$ cat src/rtl/intt_job_sched_pkg.sv
// intt_sched_pkg: state encoding, mode constants and default timeouts for the engine scheduler
package intt_sched_pkg;
  typedef enum logic [2:0] {S_IDLE, S_ISSUE, S_ARM, S_RUN, S_RESP} state_t;
  localparam logic MODE_NTT = 1'b0;
  localparam logic MODE_INTT = 1'b1;
  localparam int DEF_ARM_TIMEOUT = 8;
  localparam int DEF_RUN_TIMEOUT = 8192;
endpackage

$ cat src/rtl/intt_job_sched_if.sv
// intt_job_sched_if: requester and engine handshake bundle around the scheduler
interface intt_job_sched_if #(
  parameter int NUM_REQ = 4,
  parameter int Q_SEL_W = 2
);
  logic [NUM_REQ-1:0] req;
  logic [NUM_REQ-1:0] req_mode;
  logic [NUM_REQ*Q_SEL_W-1:0] req_q;
  logic [NUM_REQ-1:0] gnt;
  logic [NUM_REQ-1:0] cmp;
  logic cmp_err;
  logic eng_start;
  logic eng_mode;
  logic [Q_SEL_W-1:0] eng_q_sel;
  logic eng_done;
  modport master (
    output req, req_mode, req_q, eng_done,
    input gnt, cmp, cmp_err, eng_start, eng_mode, eng_q_sel
  );
  modport slave (
    input req, req_mode, req_q, eng_done,
    output gnt, cmp, cmp_err, eng_start, eng_mode, eng_q_sel
  );
endinterface

$ cat src/rtl/intt_job_sched_rr_pick.sv
// rr_pick: combinational round-robin picker, first requester at or above ptr, wrapping
module rr_pick #(
  parameter int N = 4,
  parameter int IW = $clog2(N)
) (
  input  logic [N-1:0]  req,
  input  logic [IW-1:0] ptr,
  output logic [N-1:0]  gnt,
  output logic [IW-1:0] idx,
  output logic          valid
);
  logic [IW-1:0] j;
  // scan offsets from farthest to nearest so the closest requester at or after ptr wins
  always_comb begin
    idx = '0;
    valid = 1'b0;
    j = '0;
    for (int i = N - 1; i >= 0; i--) begin
      j = IW'((int'(ptr) + i) % N);
      if (req[j]) begin
        idx = j;
        valid = 1'b1;
      end
    end
    gnt = valid ? N'(1) << idx : '0;
  end
endmodule

$ cat src/rtl/intt_job_sched.sv
// intt_job_sched: shares one NTT/INTT engine among requesters with round-robin jobs and timeouts
module intt_job_sched
  import intt_sched_pkg::*;
#(
  parameter int NUM_REQ = 4,
  parameter int Q_SEL_W = 2,
  parameter int ARM_TIMEOUT = DEF_ARM_TIMEOUT,
  parameter int RUN_TIMEOUT = DEF_RUN_TIMEOUT,
  parameter int CYC_W = 16
) (
  input  logic             clk,
  input  logic             rst_n,
  intt_job_sched_if.slave  bus,
  output logic             sched_busy,
  output logic [CYC_W-1:0] run_cycles,
  output logic             err_sticky
);
  localparam int IW = $clog2(NUM_REQ);
  localparam logic [31:0] CYC_MAX = 32'((64'd1 << CYC_W) - 64'd1);
  state_t state_q, state_d;
  logic [NUM_REQ-1:0] gnt_q, gnt_d, cmp_q, cmp_d, pick_gnt;
  logic [IW-1:0] own_q, own_d, ptr_q, ptr_d, pick_idx;
  logic [Q_SEL_W-1:0] qsel_q, qsel_d;
  logic [CYC_W-1:0] run_q, run_d;
  logic [31:0] cnt_q, cnt_d, cnt_inc;
  logic pick_valid;
  logic cmp_err_q, cmp_err_d, start_q, start_d, mode_q, mode_d;
  logic tmo_q, tmo_d, busy_q, busy_d, err_q, err_d;

  rr_pick #(.N(NUM_REQ), .IW(IW)) u_pick (
    .req   (bus.req),
    .ptr   (ptr_q),
    .gnt   (pick_gnt),
    .idx   (pick_idx),
    .valid (pick_valid)
  );

  assign cnt_inc = cnt_q + 32'd1;
  assign bus.gnt = gnt_q;
  assign bus.cmp = cmp_q;
  assign bus.cmp_err = cmp_err_q;
  assign bus.eng_start = start_q;
  assign bus.eng_mode = mode_q;
  assign bus.eng_q_sel = qsel_q;
  assign sched_busy = busy_q;
  assign run_cycles = run_q;
  assign err_sticky = err_q;

  // next-state and next-output logic; outputs are precomputed so every one leaves a flop
  always_comb begin
    state_d = state_q;
    gnt_d = gnt_q;
    cmp_d = '0;
    cmp_err_d = 1'b0;
    start_d = 1'b0;
    mode_d = mode_q;
    qsel_d = qsel_q;
    own_d = own_q;
    ptr_d = ptr_q;
    cnt_d = cnt_q;
    tmo_d = tmo_q;
    run_d = run_q;
    err_d = err_q;
    case (state_q)
      S_IDLE:
        if (pick_valid) begin
          state_d = S_ISSUE;
          gnt_d = pick_gnt;
          own_d = pick_idx;
          start_d = 1'b1;
          tmo_d = 1'b0;
          mode_d = bus.req_mode[pick_idx];
          qsel_d = bus.req_q[pick_idx * Q_SEL_W +: Q_SEL_W];
        end
      S_ISSUE: begin
        state_d = S_ARM;
        cnt_d = '0;
      end
      S_ARM:
        if (!bus.eng_done) begin
          state_d = S_RUN;
          cnt_d = '0;
        end else if (cnt_inc == 32'(ARM_TIMEOUT)) begin
          state_d = S_RESP;
          tmo_d = 1'b1;
          run_d = '0;
        end else
          cnt_d = cnt_inc;
      S_RUN:
        if (bus.eng_done || cnt_inc == 32'(RUN_TIMEOUT)) begin
          state_d = S_RESP;
          tmo_d = !bus.eng_done;
          run_d = cnt_inc > CYC_MAX ? '1 : CYC_W'(cnt_inc);
        end else
          cnt_d = cnt_inc;
      S_RESP: begin
        state_d = S_IDLE;
        gnt_d = '0;
        ptr_d = own_q == IW'(NUM_REQ - 1) ? '0 : own_q + 1'b1;
      end
      default: state_d = S_IDLE;
    endcase
    if (state_d == S_RESP && state_q != S_RESP) begin
      cmp_d = gnt_q;
      cmp_err_d = tmo_d;
      err_d = err_q | tmo_d;
    end
    busy_d = state_d != S_IDLE;
  end

  // state and registered outputs; reset aborts any job in flight without a completion
  always_ff @(posedge clk or negedge rst_n)
    if (!rst_n) begin
      state_q <= S_IDLE;
      gnt_q <= '0;
      cmp_q <= '0;
      cmp_err_q <= 1'b0;
      start_q <= 1'b0;
      mode_q <= MODE_NTT;
      qsel_q <= '0;
      own_q <= '0;
      ptr_q <= '0;
      cnt_q <= '0;
      tmo_q <= 1'b0;
      run_q <= '0;
      err_q <= 1'b0;
      busy_q <= 1'b0;
    end else begin
      state_q <= state_d;
      gnt_q <= gnt_d;
      cmp_q <= cmp_d;
      cmp_err_q <= cmp_err_d;
      start_q <= start_d;
      mode_q <= mode_d;
      qsel_q <= qsel_d;
      own_q <= own_d;
      ptr_q <= ptr_d;
      cnt_q <= cnt_d;
      tmo_q <= tmo_d;
      run_q <= run_d;
      err_q <= err_d;
      busy_q <= busy_d;
    end
endmodule

$ cat src/flat_wrapper.sv
// flat-port wrapper written by rule: the top's interface ports become plain ports
module intt_job_sched_flat import intt_sched_pkg::*;
#(
  parameter int NUM_REQ = 4,
  parameter int Q_SEL_W = 2,
  parameter int ARM_TIMEOUT = DEF_ARM_TIMEOUT,
  parameter int RUN_TIMEOUT = DEF_RUN_TIMEOUT,
  parameter int CYC_W = 16
)
  (clk, rst_n, sched_busy, run_cycles, err_sticky, bus_req, bus_req_mode, bus_req_q, bus_eng_done, bus_gnt, bus_cmp, bus_cmp_err, bus_eng_start, bus_eng_mode, bus_eng_q_sel);
  intt_job_sched_if #(.NUM_REQ(NUM_REQ), .Q_SEL_W(Q_SEL_W)) bus_i ();
  input  logic clk;
  input  logic rst_n;
  output logic sched_busy;
  output logic [CYC_W-1:0] run_cycles;
  output logic err_sticky;
  input wire logic [$bits(bus_i.req)-1:0] bus_req;
  input wire logic [$bits(bus_i.req_mode)-1:0] bus_req_mode;
  input wire logic [$bits(bus_i.req_q)-1:0] bus_req_q;
  input wire logic [$bits(bus_i.eng_done)-1:0] bus_eng_done;
  output wire logic [$bits(bus_i.gnt)-1:0] bus_gnt;
  output wire logic [$bits(bus_i.cmp)-1:0] bus_cmp;
  output wire logic [$bits(bus_i.cmp_err)-1:0] bus_cmp_err;
  output wire logic [$bits(bus_i.eng_start)-1:0] bus_eng_start;
  output wire logic [$bits(bus_i.eng_mode)-1:0] bus_eng_mode;
  output wire logic [$bits(bus_i.eng_q_sel)-1:0] bus_eng_q_sel;
  assign bus_i.req = bus_req;
  assign bus_i.req_mode = bus_req_mode;
  assign bus_i.req_q = bus_req_q;
  assign bus_i.eng_done = bus_eng_done;
  assign bus_gnt = bus_i.gnt;
  assign bus_cmp = bus_i.cmp;
  assign bus_cmp_err = bus_i.cmp_err;
  assign bus_eng_start = bus_i.eng_start;
  assign bus_eng_mode = bus_i.eng_mode;
  assign bus_eng_q_sel = bus_i.eng_q_sel;
  intt_job_sched #(.NUM_REQ(NUM_REQ), .Q_SEL_W(Q_SEL_W), .ARM_TIMEOUT(ARM_TIMEOUT), .RUN_TIMEOUT(RUN_TIMEOUT), .CYC_W(CYC_W)) u_core (.clk(clk), .rst_n(rst_n), .bus(bus_i), .sched_busy(sched_busy), .run_cycles(run_cycles), .err_sticky(err_sticky));
endmodule
$ cat config.mk
export PLATFORM = sky130hd
export DESIGN_NAME = intt_job_sched_flat
export DESIGN_NICKNAME = d
export VERILOG_FILES = /design/src/rtl/intt_job_sched_pkg.sv /design/src/rtl/intt_job_sched_if.sv /design/src/rtl/intt_job_sched_rr_pick.sv /design/src/rtl/intt_job_sched.sv /design/src/flat_wrapper.sv
export SDC_FILE = /design/constraint.sdc
export NUM_CORES = 1
export LEC_CHECK = 0
export ABC_AREA = 1
export CAP_MARGIN = 10
export CORE_MARGIN = 2
export CORE_UTILIZATION = 35
export CTS_CLUSTER_DIAMETER = 60
export CTS_CLUSTER_SIZE = 20
export DETAILED_ROUTE_END_ITERATION = 12
export HOLD_SLACK_MARGIN = 0.05
export RECOVER_POWER = 100
export SLEW_MARGIN = 10
export SYNTH_ARGS = -nofsm -noshare
export SYNTH_HDL_FRONTEND = slang
export SYNTH_HIERARCHICAL = 1
export SYNTH_SLANG_ARGS = --single-unit
$ cat constraint.sdc
create_clock -name clk -period 4.4 [get_ports clk]
set_input_delay 0.88 -clock clk [delete_from_list [all_inputs] [get_ports clk]]
set_output_delay 0.88 -clock clk [all_outputs]
set_load 0.005 [all_outputs]
==> results of run 1 <==
## synthesized netlist by cell type
| master | instances | area share (%) |
|---|---|---|
| a21oi_1 | 1 | 0.11 |
| a221oi_1 | 1 | 0.19 |
| a31oi_2 | 1 | 0.28 |
| and2_1 | 2 | 0.28 |
| buf_2 | 5 | 0.55 |
| buf_4 | 1 | 0.17 |
| buf_6 | 4 | 0.99 |
| clkbuf_1 | 6 | 0.50 |
| clkinv_1 | 1 | 0.083 |
| clkinv_2 | 1 | 0.11 |
| dfrtp_1 | 71 | 39 |
| ha_1 | 4 | 1.1 |
| inv_1 | 65 | 5.4 |
| inv_2 | 7 | 0.58 |
| mux2_2 | 1 | 0.25 |
| nand2_1 | 267 | 22 |
| nand2_2 | 11 | 1.5 |
| nand2_4 | 1 | 0.25 |
| nand3_1 | 34 | 3.7 |
| nand3_2 | 1 | 0.22 |
| nand3_4 | 1 | 0.39 |
| nand3b_1 | 10 | 1.7 |
| nand4_1 | 6 | 0.83 |
| nor2_1 | 86 | 7.1 |
| nor2_2 | 9 | 1.2 |
| nor2_4 | 5 | 1.2 |
| nor3_1 | 3 | 0.33 |
| nor4_1 | 1 | 0.14 |
| o21ai_0 | 29 | 3.2 |
| o21ai_1 | 47 | 5.2 |
| o221ai_1 | 1 | 0.19 |
| o22ai_1 | 3 | 0.41 |
| o31ai_1 | 1 | 0.17 |
| or2_2 | 1 | 0.14 |
| xnor2_1 | 1 | 0.19 |
| xor2_1 | 1 | 0.19 |
## registers in the layout, indices dropped and copies added (netlist names)
| register | count |
|---|---|
| u_core/bus.eng_mode | 1 |
| u_core/err_sticky | 1 |
| u_core/ptr_q | 2 |
| u_core/cnt_q | 32 |
| u_core/own_q | 2 |
| u_core/bus.cmp | 4 |
| u_core/bus.cmp_err | 1 |
| u_core/state_q | 3 |
| u_core/run_cycles | 16 |
| u_core/bus.eng_q_sel | 2 |
| u_core/bus.gnt | 4 |
| u_core/sched_busy | 1 |
| u_core/bus.eng_start | 1 |
| u_core/tmo_q | 1 |
## final cells by class
| class | instances | area (µm²) | share of cell area, % |
|---|---|---|---|
| clock buffer | 12 | 246 | 4.50 |
| clock inverter | 3 | 67.6 | 1.23 |
| inverter | 74 | 279 | 5.10 |
| multi-input combinational | 529 | 2380 | 43.5 |
| sequential | 71 | 1780 | 32.5 |
| tap | 172 | 215 | 3.93 |
| timing repair buffer | 52 | 508 | 9.28 |
## per-stage QoR
step	instance area, µm²	hold slack (ns)
finish	5470	0.471
global route	5470	0.510
CTS	5480	0.481
detailed placement	5170	0.466
global placement	5170	0.463
floorplan	4540	0.457
## worst min path at each step
stage | from | to | depth (start not counted)
global placement | u_core/run_cycles[8] | u_core/run_cycles[8] | 2
floorplan | u_core/own_q[1] | u_core/own_q[1] | 2
CTS | u_core/run_cycles[8] | u_core/run_cycles[8] | 2
detailed placement | u_core/run_cycles[8] | u_core/run_cycles[8] | 2
global route | u_core/run_cycles[14] | u_core/run_cycles[14] | 2
finish | u_core/run_cycles[8] | u_core/run_cycles[8] | 2
## power groups by stage
stage,combinational (mW),sequential (mW),clock [mW]
floorplan,0.782,0.812,0
global placement,1.00,0.822,0
detailed placement,1.03,0.825,0
CTS,1.03,0.814,0.801
global route,1.13,0.824,0.826
finish,0.996,0.810,0.778
## routing by layer
layer	up-vias	track usage, %	part of all wire [%]
met5	-	0	0
met4	0	7.08	2.1
met3	18	3.54	4.3
met2	89	27.5	45
met1	1956	22.1	49
li1	2255	-	-
## worst max-delay path: stages (launching register included)
cell	delay [ns]
dfrtp_1	0.46
ha_1	0.32
nand2_1	0.10
nor2_1	0.27
nand2_1	0.18
nor2_4	0.17
nand2_1	0.06
nand2_1	0.05
nand2_1	0.08
nor2_1	0.10
nand2_1	0.06
nor2_1	0.24
nand2_1	0.34
clkinv_2	0.19
nand3_4	0.10
nand3_2	0.14
buf_4	0.32
o21ai_0	0.14
## cell families after synthesis
logic type	after synthesis
AOI/OAI and AO/OA	84
xor gates and xnor gates	2
adders and majority gates	4
buffers and inverters	90
DFF	71
muxes	1
and+or+nand+nor	438
==> results.py, run 1 <==
metrics = {
    "outcome": {
        "outcome": "finished with violations",
        "failed_checks": "capacitance limit, slew limit",
    },
    "clock_tree": {
        "hold_buffers": 0,
        "ctsHtreeMaxLevel": 3,
        "cts_root_buffer": "clkbuf_16",
        "clk_pin_slew_worst_paths_ns": 0.06,
        "ctsResizeCount": 0,
        "clk_latency_ns": 0.34,
        "post_cts_buffers": 0,
        "cts_tree": "done",
        "cts_buffers": 9,
        "numClockSinks": 71,
        "clk_path_buf_depth": 2,
    },
    "pwr": {
        "p_seq_share_pct": 31.4,
        "p_leak_nw": 2.60,
        "vdd_drop_max_uv": 321,
        "powerDensity_nw_per_um2": 472,
        "finalPower_mw": 2.58,
        "sw_frac_of_total_pct": 39.4,
        "clockPowerShare_pct": 30.1,
        "internal_power_mw": 1.57,
        "p_comb_share_pct": 38.5,
        "p_switching_mw": 1.02,
    },
    "sta": {
        "fin_setup_tns_ns": 0,
        "setup_viol": 0,
        "period_share_pct": 79.0,
        "min_period_ns": 3.48,
        "slew_viol_final": 72,
        "relSlewSlack_pct": -17.1,
        "tightest_slew_ns": 1.76,
        "rsz0062_at_grt": "no",
        "fmax_mhz": 288,
        "fin_skew_ns": 0.00451,
        "final-hold-violation-count": 0,
        "setup_slack_ns": 0.922,
    },
    "global_routing": {
        "grt_max_degree": 72,
        "grt_pass1_wl_um": 19300,
        "overflow": 0,
        "grt_pass1_vias": 4122,
        "track_usage_pct": 17.0,
        "antenna_found_initial": 0,
    },
    "setup_path": {
        "arrival_ns": 3.68,
        "rr_endpoint": "u_core/cnt_q[3]",
        "timing.rr.start": "u_core/cnt_q[1]",
        "critPathLaunch": "u_core/cnt_q[1]",
        "crit_type": "flop to flop",
        "cp-end-kind": "flop",
        "start_kind": "flop",
        "cp-endpoint": "u_core/cnt_q[3]",
        "rrSetupSlack_ns": 0.92,
        "required_ns": 4.61,
        "worst-path-max-fanout": 32,
        "ff2ff_path_depth": 17,
    },
    "route": {
        "drtIter0Drc": 258,
        "wl_um": 11300,
        "wl_per_cell_um": 12.3,
        "vias": 4318,
        "ant_nets": 0,
        "drt-pass1-iter-count": 5,
        "drc": 0,
        "via_per_inst": 4.73,
    },
    "floorplanning": {
        "start_util_pct": 35.9,
        "io_pins": 50,
        "die-width_um": 118,
        "fp-row-count": 41,
        "die_area_um2": 13900,
        "fp.coreArea_um2": 12700,
        "die_h_um": 118,
    },
    "synth": {
        "synth_area_per_cell_um2": 6.59,
        "synth-compound-area-share_pct": 9.72,
        "synthSimpleGateAreaFrac_pct": 41.1,
        "synth_adder_area_share_pct": 1.10,
        "yosys_warnings": 6,
        "synth-xor-area-share_pct": 0.385,
        "synth_cell_types": 36,
        "netlist_area_um2": 4540,
        "synth_top_family_by_area": "simple AND/OR/NAND/NOR gates",
        "syn_nets": 713,
        "ys_seq_area_share_pct": 39.1,
        "synthMuxAreaShare_pct": 0.248,
        "synth_cells": 690,
        "ys_ff_latch": 71,
    },
    "cells_and_area": {
        "layout_commonest_cell": "nand2_1",
        "final_cell_mix": "269 x nand2_1, 88 x nor2_1, 71 x dfrtp_1, 68 x o21ai_0, 65 x inv_1",
        "final_cell_count_no_fill": 913,
        "layout-drive-gt1-share_pct": 6.88,
        "n_antenna_cell": 0,
        "layout.nets": 760,
        "n_fill_cell": 1361,
        "post-route-util_pct": 43.2,
        "area_growth_pct": 20.4,
    },
    "placement": {
        "io_buffer_count": 49,
        "gp_congestion": 0.895,
        "detailed_place_hpwl_um": 8500,
        "pre_cts_slack_ns": 1.32,
        "post-place-cells": 898,
    },
    "run": {
        "maxCapViolCount": 1,
    },
    "hold_path": {
        "hp-class": "flop to flop",
    },
}
No activity file was read; power rests on OpenSTA's default activity.
==> inputs of run 2 (changes only) <==
clock period = 3.6 ns   (was 4.4 ns; I/O delays follow)
==> results.py, run 2 (synthesized netlist as in run 1, its figures left out) <==
metrics = {
    "clock_tree": {
        "cts_tree": "done",
        "cts_buffers": 9,
        "hold_buffers": 0,
        "ctsHtreeMaxLevel": 3,
        "clk_path_buf_depth": 2,
        "clk_latency_ns": 0.34,
        "ctsResizeCount": 0,
        "post_cts_buffers": 0,
        "numClockSinks": 71,
        "clk_pin_slew_worst_paths_ns": 0.06,
        "cts_root_buffer": "clkbuf_16",
    },
    "cells_and_area": {
        "layout_commonest_cell": "nand2_1",
        "layout-drive-gt1-share_pct": 7.81,
        "final_area_um2": 5490,
        "n_antenna_cell": 0,
        "area_growth_pct": 20.9,
        "multi_input_area_um2": 2390,
        "regMostFlops": "u_core/cnt_q",
        "layout.nets": 761,
        "final_cell_mix": "268 x nand2_1, 86 x nor2_1, 71 x dfrtp_1, 67 x o21ai_0, 66 x inv_1",
        "n_fill_cell": 1349,
        "largest_reg_flops": 32,
        "regArea_um2": 1780,
    },
    "setup_path": {
        "worst-path-max-fanout": 47,
        "start_kind": "flop",
        "crit_top_cell": "nand2_1",
        "slowest_stage": "dfrtp_1",
        "cp_cell_sequence": "ha_1 -> nand2_1 -> nor2_2 -> nand2_1 -> nor2_4 -> nand2_1 -> nand2_1 -> nand2_1 -> nor2_1 -> nand2_1 -> nor2_2 -> nand2_2 -> clkinv_2 -> nand3_4 -> nand3_2 -> buf_4 -> o21ai_0",
        "critPathLaunch": "u_core/cnt_q[1]",
        "timing.rr.start": "u_core/cnt_q[1]",
        "crit_type": "flop to flop",
        "slowest_delay_ns": 0.45,
        "arrival_ns": 3.31,
        "required_ns": 3.80,
        "crit_family": "simple AND/OR/NAND/NOR gates",
        "cp-end-kind": "flop",
        "path_buf_inv": 2,
    },
    "sta": {
        "fin_skew_ns": 0.00674,
        "setup_slack_ns": 0.490,
        "relSlewSlack_pct": -19.3,
        "setup_viol": 0,
        "slew_viol_final": 72,
        "fin_setup_tns_ns": 0,
        "tightest_slew_ns": 1.79,
        "fmax_mhz": 322,
        "min_period_ns": 3.11,
        "rsz0062_at_grt": "no",
        "final-hold-violation-count": 0,
        "period_share_pct": 86.4,
    },
    "global_routing": {
        "grt_max_degree": 72,
        "grt.met2_usage_pct": 27.3,
        "antenna_found_initial": 0,
        "grt.busiest_layer": "met2",
        "track_usage_pct": 17.2,
        "grt_pass1_vias": 4138,
        "use_met1_pct": 22.6,
        "grt_pass1_wl_um": 19600,
        "overflow": 0,
        "met3_usage_pct": 3.83,
    },
    "pwr": {
        "vdd_drop_max_uv": 301,
        "p_leak_nw": 2.61,
        "powerDensity_nw_per_um2": 577,
    },
    "route": {
        "via_per_inst": 4.88,
        "wl_um": 11500,
        "drt-pass1-iter-count": 6,
        "vias": 4466,
        "drc": 0,
        "wl_per_cell_um": 12.6,
        "drtIter0Drc": 374,
        "ant_nets": 0,
    },
    "run": {
        "maxCapViolCount": 1,
    },
    "placement": {
        "postPlaceCellArea_um2": 5180,
        "pre_cts_slack_ns": 0.580,
        "io_buffer_count": 49,
        "detailed_place_hpwl_um": 8620,
        "gp_congestion": 0.947,
    },
    "floorplanning": {
        "die-width_um": 118,
        "fp.coreArea_um2": 12700,
        "die_area_um2": 13900,
        "start_util_pct": 35.9,
        "io_pins": 50,
        "fp-row-count": 41,
        "die_h_um": 118,
    },
    "hold_path": {
        "hp-start": "u_core/err_sticky",
        "hp-class": "flop to flop",
    },
    "outcome": {
        "outcome": "finished with violations",
        "failed_checks": "capacitance limit, slew limit",
    },
}
## run 2: cell type report
| type | count | area share [%] |
|---|---|---|
| Inverter | 74 | 5.08 |
| Tap cell | 172 | 3.92 |
| Timing Repair Buffer | 53 | 9.34 |
| Clock buffer | 9 | 4.10 |
| Sequential cell | 71 | 32.3 |
| Multi-Input combinational cell | 529 | 43.4 |
| Clock inverter | 7 | 1.78 |
## run 2: per-stage QoR
step,power (mW),hold slack [ns],util (%),std cells
6_report,3.17,0.468,43.3,915
5_1_grt,3.42,0.511,43.3,915
4_1_cts,3.26,0.482,43.4,915
3_5_place_dp,2.28,0.468,40.9,899
3_3_place_gp,2.24,0.461,40.9,899
2_1_floorplan,1.95,0.424,-,690
## run 2: routing by layer
layer | vias to the layer above | part of all wire [%] | wire [µm]
met5 | - | 0 | 0
met4 | 0 | 2.2 | 255
met3 | 18 | 4.9 | 569
met2 | 119 | 45 | 5140
met1 | 2053 | 48 | 5570
li1 | 2276 | - | -
## run 2: final timing paths
kind,slack (ns),endpoint,depth (start not counted)
min in group asynchronous,0.82,u_core/cnt_q[22],1
hold reg to reg,0.47,u_core/err_sticky,2
hold / removal,0.47,u_core/err_sticky,2
setup / recovery,0.49,u_core/cnt_q[29],17
setup reg to reg,0.49,u_core/cnt_q[29],17
max in group asynchronous,1.67,u_core/cnt_q[10],1
## run 2: report_power, final
part	internal (mW)	switching, mW	leakage, nW
clock network	0.607	0.351	0.152
registers	0.907	0.0845	0.960
logic	0.388	0.832	1.50
## run 2: worst register-to-register path, delay by kind of cell, from the launching register on
family / cells / cell delay (ns)
simple gates: 13 / 1.56
compound gates: 1 / 0.16
flops: 1 / 0.45
buf+inv: 2 / 0.50
fa+ha+maj: 1 / 0.31
==> variant: new RTL, settings of run 2 <==
`CYC_W` is set to 16 in 2 places; all go to 15.
--- a/src/rtl/intt_job_sched.sv
+++ b/src/rtl/intt_job_sched.sv
@@ -8,3 +8,3 @@
   parameter int RUN_TIMEOUT = DEF_RUN_TIMEOUT,
-  parameter int CYC_W = 16
+  parameter int CYC_W = 15
 ) (
--- a/src/flat_wrapper.sv
+++ b/src/flat_wrapper.sv
@@ -7,3 +7,3 @@
   parameter int RUN_TIMEOUT = DEF_RUN_TIMEOUT,
-  parameter int CYC_W = 16
+  parameter int CYC_W = 15
 )
Ports: changed (resized run_cycles); port bits go from 50 to 49. The function was not compared with the original's and may differ.
==> variant against run 2 <==
The run still ends with max-capacitance violations, max-slew violations left. Die area up 1.0%. Setup slack improved by 0.050 ns. Routed wire length grew 4.5%. Cell area is 0.73% higher. Highest routed layer unchanged. Synthesized cell count grew 1.7%. Fmax rose by 1.6%. Global-route usage increased by 1.0 points. Critical path type unchanged. Critical path depth is the same. Sequential cell count decreased by 1. Total power rose by 3.0%. Synthesized area rose by 1.0%. Clock skew grew 0.0033 ns.
==> variant: results (changes against run 2) <==
critical_path:
  cpLargestDelayFamily: "simple AND/OR/NAND/NOR gates"
  timing.rr.end: "u_core/cnt_q[0]"
  cp.arrival_ns: 3.28  # -0.03 ns
  crit_start: "u_core/cnt_q[0]"
  worstSetupPathType: "flop to flop"
  critPathSlowestCell: "dfrtp_1"
  r2r_slack_ns: 0.54  # +0.05 ns
  crit_path_max_fanout: 34  # -28%
run:
  max_cap_violations: 1  # unchanged
synth:
  synth-compound-area-share: 0.0681  # -0.0291
  synthTopCellsByCount: "286 x nand2_1, 92 x nor2_1, 70 x dfrtp_1"
  yosys-top-cells-area: "dfrtp_1 38%, nand2_1 23%, nor2_1 7.5%"
  yosys_warnings: 6  # unchanged
  yosys.area_share.adder: 0.00817  # -0.00284
  ys_types: 34  # -5.6%
  synth_xor_area_frac: 0.0114  # +0.00759
  synth-seq-area-share: 0.381  # -0.00950
  synthCells: 702  # +1.7%
  syn-num-nets: 724  # +1.5%
  muxShareOfSynthArea: 0.00245  # -0.0000257
detailed_routing:
  drt_pass1_iterations: 5  # -1
  vias: 4494  # +0.63%
  dr.first_iter.drc_count: 197  # -47%
  drt_wl_total_mm: 12.1  # +4.5%
timing:
  worst_slew_pin_slew_ns: 1.90  # +0.112 ns
  drv_slew: 36  # -50%
  post-route-period-util: 0.850  # -0.0138
  skew_ns: 0.0101  # +0.00334 ns
  hold_slack_ns: 0.457  # -0.0110 ns
  fin_tns_setup_ns: 0  # unchanged
cells_and_area:
  drive_above_1_share: 0.0821  # +0.00406
  final_net_count: 772  # +1.4%
  top_register: "u_core/cnt_q"
  nFillCells: 1348  # -0.074%
  diodes: 0  # unchanged
  fin_cells: 927  # +1.3%
global_route:
  grt_pass1_vias: 4354  # +5.2%
  grt_max_degree: 36  # -50%
  grt_use_total: 0.182  # +0.0102
  grt_pass1_wl_mm: 20.9  # +6.6%
placement:
  gp_congestion: 0.891  # -5.9%
  place_hpwl_mm: 8.83  # +2.5%
  place_area_um2: 5240  # +1.2%
  dp_slack_ns: 0.494  # -0.0860 ns
  portBuffers: 48  # -2.0%
  dp.cells: 911  # +1.3%
power:
  p_leak_nw: 2.79  # +6.8%
  irDropWorstVdd_uv: 257  # -15%
outcome:
  outcome: "complete, but fails checks"
  violations: "max-capacitance violations, max-slew violations"
clocking:
  clock_latency_ns: 0.34  # about the same
  postCtsResizedCells: 0  # unchanged
  cts.path.max_buffers: 2  # unchanged
worst_hold_path:
  min_to: "u_core/err_sticky"
  hp-start: "u_core/err_sticky"
[variant: cell type report]
cell class              instances  area (um2)  area share
clock inverters                 7        80.1      0.0145
repair buffers                 54         509      0.0920
inverters                      70         263      0.0475
clock buffers                   9         225      0.0407
multi-input cells             545        2490       0.450
flip-flops and latches         70        1750       0.317
well taps                     172         215      0.0389
[variant: where the power goes]
| group | internal (mW) | switching [mW] | total [mW] | leakage, nW |
|---|---|---|---|---|
| Clock | 0.543 | 0.373 | 0.917 | 0.143 |
| Combinational | 0.410 | 0.961 | 1.37 | 1.70 |
| Sequential | 0.895 | 0.0828 | 0.978 | 0.945 |
| Total | 1.85 | 1.42 | 3.27 | 2.79 |
[variant: routing by layer]
layer / GRT usage / part of all wire
met3: 0.0323 / 0.046
met5: 0 / 0
met4: 0.0647 / 0.019
met2: 0.297 / 0.47
met1: 0.243 / 0.46
